[src/rtl/pe_row_ctrl.sv]
// Sequences weight reload and vector streaming into a PE row, and re-times its results onto out_valid/out_data.
// Latency: a vector accepted at edge t appears on out_valid/out_data at edge t+PIPE_LAT+2.
// Backpressure: in_ready is high only in STREAM; the output side has no backpressure.
module pe_row_ctrl #(
    parameter int DATA_BW        = 8,
    parameter int MATRIX_SIZE    = 8,
    parameter int PARTIAL_SUM_BW = 20,
    parameter int PIPE_LAT       = 2,
    parameter int CNT_BW         = 8
) (
    input  logic                            clk,
    input  logic                            rst,
    input  logic                            start,
    input  logic                            cfg_reload,
    input  logic [CNT_BW-1:0]               num_vec,
    input  logic                            in_valid,
    output logic                            in_ready,
    input  logic [DATA_BW*MATRIX_SIZE-1:0]  in_data,
    output logic                            pe_weight_reload,
    output logic [DATA_BW*MATRIX_SIZE-1:0]  pe_data_in,
    input  logic [PARTIAL_SUM_BW-1:0]       pe_data_out,
    output logic                            out_valid,
    output logic [PARTIAL_SUM_BW-1:0]       out_data,
    output logic                            busy,
    output logic                            done
);

    typedef enum logic [2:0] {
        IDLE   = 3'd0,
        RELOAD = 3'd1,
        STREAM = 3'd2,
        DRAIN  = 3'd3,
        DONE   = 3'd4
    } state_t;

    state_t              state;
    logic [CNT_BW-1:0]   len;
    logic [CNT_BW-1:0]   count;
    logic                pe_vld;
    logic [PIPE_LAT:0]   vld_sr;
    logic                accept;

    assign accept = in_valid & in_ready;

    // pe_vld marks that pe_data_in holds an accepted vector; the PE row samples it one
    // cycle later, so the valid shift register starts from pe_vld rather than accept.
    always_ff @(posedge clk) begin
        if (rst) begin
            state            <= IDLE;
            len              <= '0;
            count            <= '0;
            pe_vld           <= 1'b0;
            vld_sr           <= '0;
            pe_data_in       <= '0;
            out_valid        <= 1'b0;
            out_data         <= '0;
            in_ready         <= 1'b0;
            pe_weight_reload <= 1'b0;
            busy             <= 1'b0;
            done             <= 1'b0;
        end else begin
            pe_data_in       <= accept ? in_data : '0;
            pe_vld           <= accept;
            vld_sr           <= {vld_sr[PIPE_LAT-1:0], pe_vld};
            out_valid        <= vld_sr[PIPE_LAT];
            out_data         <= pe_data_out;
            done             <= 1'b0;
            pe_weight_reload <= 1'b0;

            case (state)
                IDLE: begin
                    if (start) begin
                        len   <= num_vec;
                        count <= '0;
                        busy  <= 1'b1;
                        if (cfg_reload) begin
                            state            <= RELOAD;
                            pe_weight_reload <= 1'b1;
                        end else if (num_vec == '0) begin
                            state <= DONE;
                            done  <= 1'b1;
                        end else begin
                            state    <= STREAM;
                            in_ready <= 1'b1;
                        end
                    end
                end
                RELOAD: begin
                    if (len == '0) begin
                        state <= DONE;
                        done  <= 1'b1;
                    end else begin
                        state    <= STREAM;
                        in_ready <= 1'b1;
                    end
                end
                STREAM: begin
                    if (accept) begin
                        count <= count + 1'b1;
                        // len is at least 1 here, so len-1 cannot wrap
                        if (count == len - 1'b1) begin
                            state    <= DRAIN;
                            in_ready <= 1'b0;
                        end
                    end
                end
                DRAIN: begin
                    if (!pe_vld && vld_sr == '0) begin
                        state <= DONE;
                        done  <= 1'b1;
                    end
                end
                DONE: begin
                    state <= IDLE;
                    busy  <= 1'b0;
                end
                default: begin
                    state    <= IDLE;
                    busy     <= 1'b0;
                    in_ready <= 1'b0;
                end
            endcase
        end
    end

endmodule

[config.mk]
export PLATFORM = sky130hd
export DESIGN_NAME = pe_row_ctrl
export DESIGN_NICKNAME = d
export VERILOG_FILES = /design/src/rtl/pe_row_ctrl.sv
export SDC_FILE = /design/constraint.sdc
export NUM_CORES = 1
export LEC_CHECK = 0
export CORE_MARGIN = 2
export CORE_UTILIZATION = 40
export DETAILED_ROUTE_END_ITERATION = 10
export PLACE_DENSITY = 0.8
export SLEW_MARGIN = 20
export SYNTH_ARGS = -nofsm -noshare
export SYNTH_HDL_FRONTEND = slang
export SYNTH_SLANG_ARGS = --single-unit
[constraint.sdc]
create_clock -name clk -period 2 [get_ports clk]
set_input_delay 0.2 -clock clk [delete_from_list [all_inputs] [get_ports clk]]
set_output_delay 0.2 -clock clk [all_outputs]
set_load 0.03 [all_outputs]
## Yosys cells after proc, flatten, opt, wreduce, memory -nomap -nowiden

Cells that the tools add are included.

- Bits in registers: 112
- Output and inout bits: 89
- Logic and storage cells: 75

- Add/sub/neg operators: 2
- Equality and inequality tests: 12
- Multiplexer cells: 27
- Bitwise gates (word level): 6
- Reduce and logical (&&, ||, !) cells: 16

Operator list:

| kind | number |
|---|---|
| 2-to-1 mux 3 bit | 7 |
| logical NOT 8 bit | 2 |
| 2-to-1 mux 8 bit | 2 |
| case mux 8 bit (2 select lines) | 1 |
| inequality test 2 bit (second input constant) | 7 |
| 2-to-1 mux 1 bit | 13 |
| case mux 3 bit (4 select lines) | 1 |
| adder 8 x 1 -> 8 bit (second input constant) | 1 |
| equality test 8 bit | 1 |
| subtractor 8 x 1 -> 8 bit (second input constant) | 1 |
| AND reduction 7 bit | 1 |
| equality test 3 x 2 -> 1 bit (second input constant) | 2 |
| logical NOT 3 bit | 2 |
| OR reduction 3 bit | 2 |
| inverter 1 bit | 5 |
| case mux 1 bit (4 select lines) | 1 |
| AND reduction 2 bit | 2 |
| AND reduction 4 bit | 1 |
| OR reduction 2 bit | 2 |
| equality test 3 x 1 -> 1 bit (second input constant) | 1 |
| equality test 3 bit (second input constant) | 1 |
| case mux 1 bit (3 select lines) | 1 |
| AND reduction 3 bit | 1 |
| case mux 1 bit (2 select lines) | 1 |
| 4 further kinds | 4 |

## Logic depth before layout (Yosys ltp)

- Depth after elaboration: 5
- Depth in mapped cells: 7

## Least setup slack after synthesis

Ideal clock, no wire load.

- Path kind: flip-flop to flip-flop
- From: reg len[0]
- To: reg state[1]
- Arrival: 1.648 ns
- Data required time: 1.878 ns
- Setup slack: 0.230 ns
- Cell stages (with the launch flop): 8
- Buffers on the path: 0
- Period minus slack after synthesis: 1.770 ns
- Cell sequence: dfxtp_1 > inv_1 > ha_1 > or4b_4 > nor4_1 > mux2i_1 > nand2b_4 > o311a_1

- Cells in the longest elaborated chain, start to end: 4

RTL lines:

| what | line | source |
|---|---|---|
| start, declared | 37 | `logic [CNT_BW-1:0] len;` |
| start signal, assigned | 73 | `len <= num_vec;` |
| subtractor 8 x 1 -> 8 bit | 101 | `if (count == len - 1'b1) begin` |
| equality test 8 bit | 101 |  |
| inequality test 2 bit (no source line) | - |  |
| AND reduction 4 bit (no source line) | - |  |
| end signal, assigned | 102 | `state <= DRAIN;` |
| end signal, assigned | 109 | `state <= DONE;` |
| end signal, assigned | 114 | `state <= IDLE;` |
| end, declared | 36 | `state_t state;` |

Parallel ways exist; a longest one is shown, timed or not.
A chain may end at the register's enable or synchronous reset.

## Worst setup path after layout

Same ends and word-level chain as after synthesis.

==> results.sh <==
export IMPL_worstSetupStartpointType="register"
export IMPL_num_vias=2982
export IMPL_place_gp_congestion=0.7961
export IMPL_synthesis_nets=444
export IMPL_ys_warn_count=0
export IMPL_grtUsageMet3_pct=7.033
export IMPL_die_h_um=99.98
export IMPL_clk_pin_slew_worst_paths_ns=0.11
export IMPL_die_x_um=99.98
export IMPL_end_kind="register"
export IMPL_synth_async_reset_ratio_pct=0
export IMPL_timing_final_crit_share_pct=92.38
export IMPL_ys_ff_latch=112
export IMPL_antenna_cells=0
export IMPL_setup_violations=0
export IMPL_timing_worst_setup_path_type="reg2reg"
export IMPL_coreArea_um2=9109
export IMPL_finalMaxSlewViolations=0
export IMPL_drt_wl_total_um=9175
export IMPL_syn_area_um2=3685
export IMPL_cts_max_level=3
export IMPL_rsz0062_at_grt="false"
export IMPL_instances_no_fill=648
export IMPL_synthesis_instances=345
export IMPL_slew_headroom_pct=59.41
export IMPL_cts_tree="yes"
export IMPL_fillers=741
export IMPL_first_global_vias=3091
export IMPL_grtUsageMet1_pct=19.47
export IMPL_clock_latency_ns=0.36
export IMPL_final_hold_violation_count=0
export IMPL_met2_usage_pct=32.95
export IMPL_cp_required_ns=2.24
export IMPL_avgSynthCellArea_um2=10.68
export IMPL_crit_arrival_ns=2.09
export IMPL_area_growth_synth_to_final_pct=60.10
export IMPL_drtPass1Iterations=6
export IMPL_ys_dominant_reg_cell="dfxtp_1"
export IMPL_cts_sinks=112
export IMPL_gr_usage_all_layers_pct=18.32
export IMPL_setup_tns_final_ns=0
export IMPL_drc=0
export IMPL_status="complete, no violations"
export IMPL_port_buffers=185
export IMPL_skew_ns=0.009753
export IMPL_grt_pass1_wl_um=14470
export IMPL_crit_path_max_fanout=5
export IMPL_synth_distinct_cells=46
export IMPL_layout_min_cycle_time_ns=1.848
export IMPL_power_leakage_nw=2.262
export IMPL_grt_ovfl_total=0
export IMPL_antenna_found_initial=0
export IMPL_wl_per_cell_um=14.16
export IMPL_worst_slew_pin_slew_ns=0.6032
export IMPL_max_cap_viol_count=0
export IMPL_grt_max_degree=66
export IMPL_rows=35
export IMPL_worstHoldPathType="in2reg"
export IMPL_cts_buffers=9
export IMPL_dieArea_um2=9996
export IMPL_r2r_setup_slack_ns=0.15
export IMPL_dp_hpwl_um=6981
export IMPL_drive_above_1_share_pct=6.331
export IMPL_final_nets=631
export IMPL_power_density_nw_per_um2=754.8
export IMPL_cts_buffer_depth=2
export IMPL_root_buffer="clkbuf_8"
export IMPL_fmax_ghz=0.5412
export IMPL_drt_initial_drc_count=47
export IMPL_dp_cells=632
export IMPL_initial_core_util_pct=40.45
export IMPL_seq_area_frac_synth_pct=60.85
export IMPL_multiInputGateArea_um2=1380
export IMPL_viasPerCell=4.602
export IMPL_pin_count=186
export IMPL_antenna_left=0
export IMPL_top_usage_layer="met2"
export IMPL_vdd_drop_max_uv=440.0
export IMPL_seqCellArea_um2=2242
export IMPL_synth_edf_count=0
## logic make-up (layout without fill, tap and decap cells)
group | count (synthesis) | in the layout | synth area share [%]
adder cells (fa/ha/maj) | 2 | 2 | 0.6790
multiplexers | 3 | 3 | 0.8150
XOR/XNOR | 15 | 15 | 3.565
AO/OA/AOI/OAI | 30 | 30 | 6.078
buffers and inverters | 21 | 213 | 2.207
flip-flops | 112 | 112 | 60.85
AND/OR/NAND/NOR | 162 | 162 | 25.81
## worst max-delay path, stage by stage (launching register included)
cell and delay, ns:
dfxtp_1 0.35, inv_1 0.06, ha_1 0.22, or4b_4 0.50
nor4_2 0.19, mux2i_1 0.12, nand2b_4 0.19, o311a_1 0.10
## Yosys cell counts (2+ instances only)
cell type | n | area (µm²)
a211oi_1 | 2 | 15.01
a21boi_2 | 2 | 22.52
a21oi_1 | 11 | 55.05
and2_1 | 64 | 400.4
buf_2 | 2 | 10.01
clkbuf_1 | 14 | 52.55
dfxtp_1 | 112 | 2242
ha_1 | 2 | 25.02
inv_1 | 5 | 18.77
mux2i_1 | 3 | 30.03
nand2_1 | 23 | 86.33
nand2b_1 | 4 | 25.02
nand3_1 | 5 | 25.02
nand4_1 | 4 | 25.02
nor2_1 | 15 | 56.30
nor2b_1 | 25 | 156.4
nor3_1 | 3 | 15.01
nor3b_1 | 4 | 30.03
nor4_1 | 2 | 12.51
o211ai_1 | 2 | 15.01
o22ai_1 | 2 | 12.51
or4_1 | 2 | 15.01
xnor2_1 | 6 | 52.55
xor2_1 | 9 | 78.83
## power by group
part / total (mW) / switching [mW] / internal, mW
Sequential: 2.36 / 0.0502 / 2.31
Combinational: 0.714 / 0.322 / 0.392
Clock: 1.38 / 0.777 / 0.599
## per-layer routing
layer | vias to the layer above | part of all wire, %
met3 | 15 | 8.7
met1 | 1349 | 38
li1 | 1500 | -
met2 | 118 | 52
met4 | 0 | 1.9
met5 | - | 0
## sequential cells by signal, summed over array words and instances, names as in the netlist
signal            count
pe_weight_reload      1
busy                  1
out_valid             1
out_data             20
pe_vld                1
state                 3
vld_sr                3
count                 8
done                  1
in_ready              1
len                   8
pe_data_in           64
## stage by stage
step | util [%] | setup WS [ns] | power, mW | hold WS, ns | instance area [µm²]
after detailed placement | 62.42 | 0.07794 | 3.126 | 0.4589 | 5685
after global placement | 62.42 | 0.1065 | 3.109 | 0.4487 | 5685
after CTS | 64.64 | 0.05087 | 4.489 | 0.3608 | 5888
after floorplan | - | 0.2299 | 2.748 | 0.3217 | 3685
after global routing | 64.77 | 0.06154 | 4.645 | 0.3589 | 5899
final | 64.77 | 0.1524 | 4.453 | 0.3807 | 5899
## what timing repair did
item                       4_1_cts  5_1_grt
hold buffers                     0        0
gates resized for setup          0        2
buffers inserted                 0        0
setup endpoints to repair        0        6
## final cells by class
type | instances | share of cell area, %
inverters | 5 | 0.3181
repair buffers | 192 | 32.49
clock buffers | 10 | 2.163
clock inverters | 6 | 1.273
well taps | 111 | 2.354
flip-flops and latches | 112 | 38.01
multi-input cells | 212 | 23.39
## cells in the final DEF, fill, tap and decap left out, drive strengths merged, types with 2 or more instances in the layout
cell | synthesis | routed
clkdlybuf4s50 | 0 | 185
nor4 | 2 | 2
xor2 | 9 | 9
mux2i | 3 | 3
nor3b | 4 | 4
nand3 | 5 | 5
o211ai | 2 | 2
inv | 5 | 7
ha | 2 | 2
nor3 | 3 | 3
and4 | 2 | 2
a21oi | 11 | 11
or4b | 2 | 2
nand2b | 5 | 5
nand4 | 4 | 4
clkbuf | 14 | 10
o22ai | 2 | 2
buf | 2 | 7
clkinv | 0 | 2
xnor2 | 6 | 6
nor2b | 25 | 25
nand2 | 23 | 23
dfxtp | 112 | 112
nor2 | 16 | 16
a21boi | 2 | 2
or4 | 2 | 2
a211oi | 2 | 2
and2 | 64 | 64
## path summary, 6_finish.rpt
kind / cells after the start / startpoint / to
setup / recovery: 7 / len[0] / state[1]
hold / removal: 2 / pe_data_out[15] / out_data[15]
setup reg to reg: 7 / len[0] / state[1]
hold reg to reg: 1 / vld_sr[2] / out_valid
Note: power is estimated with default switching activity, not from simulation.
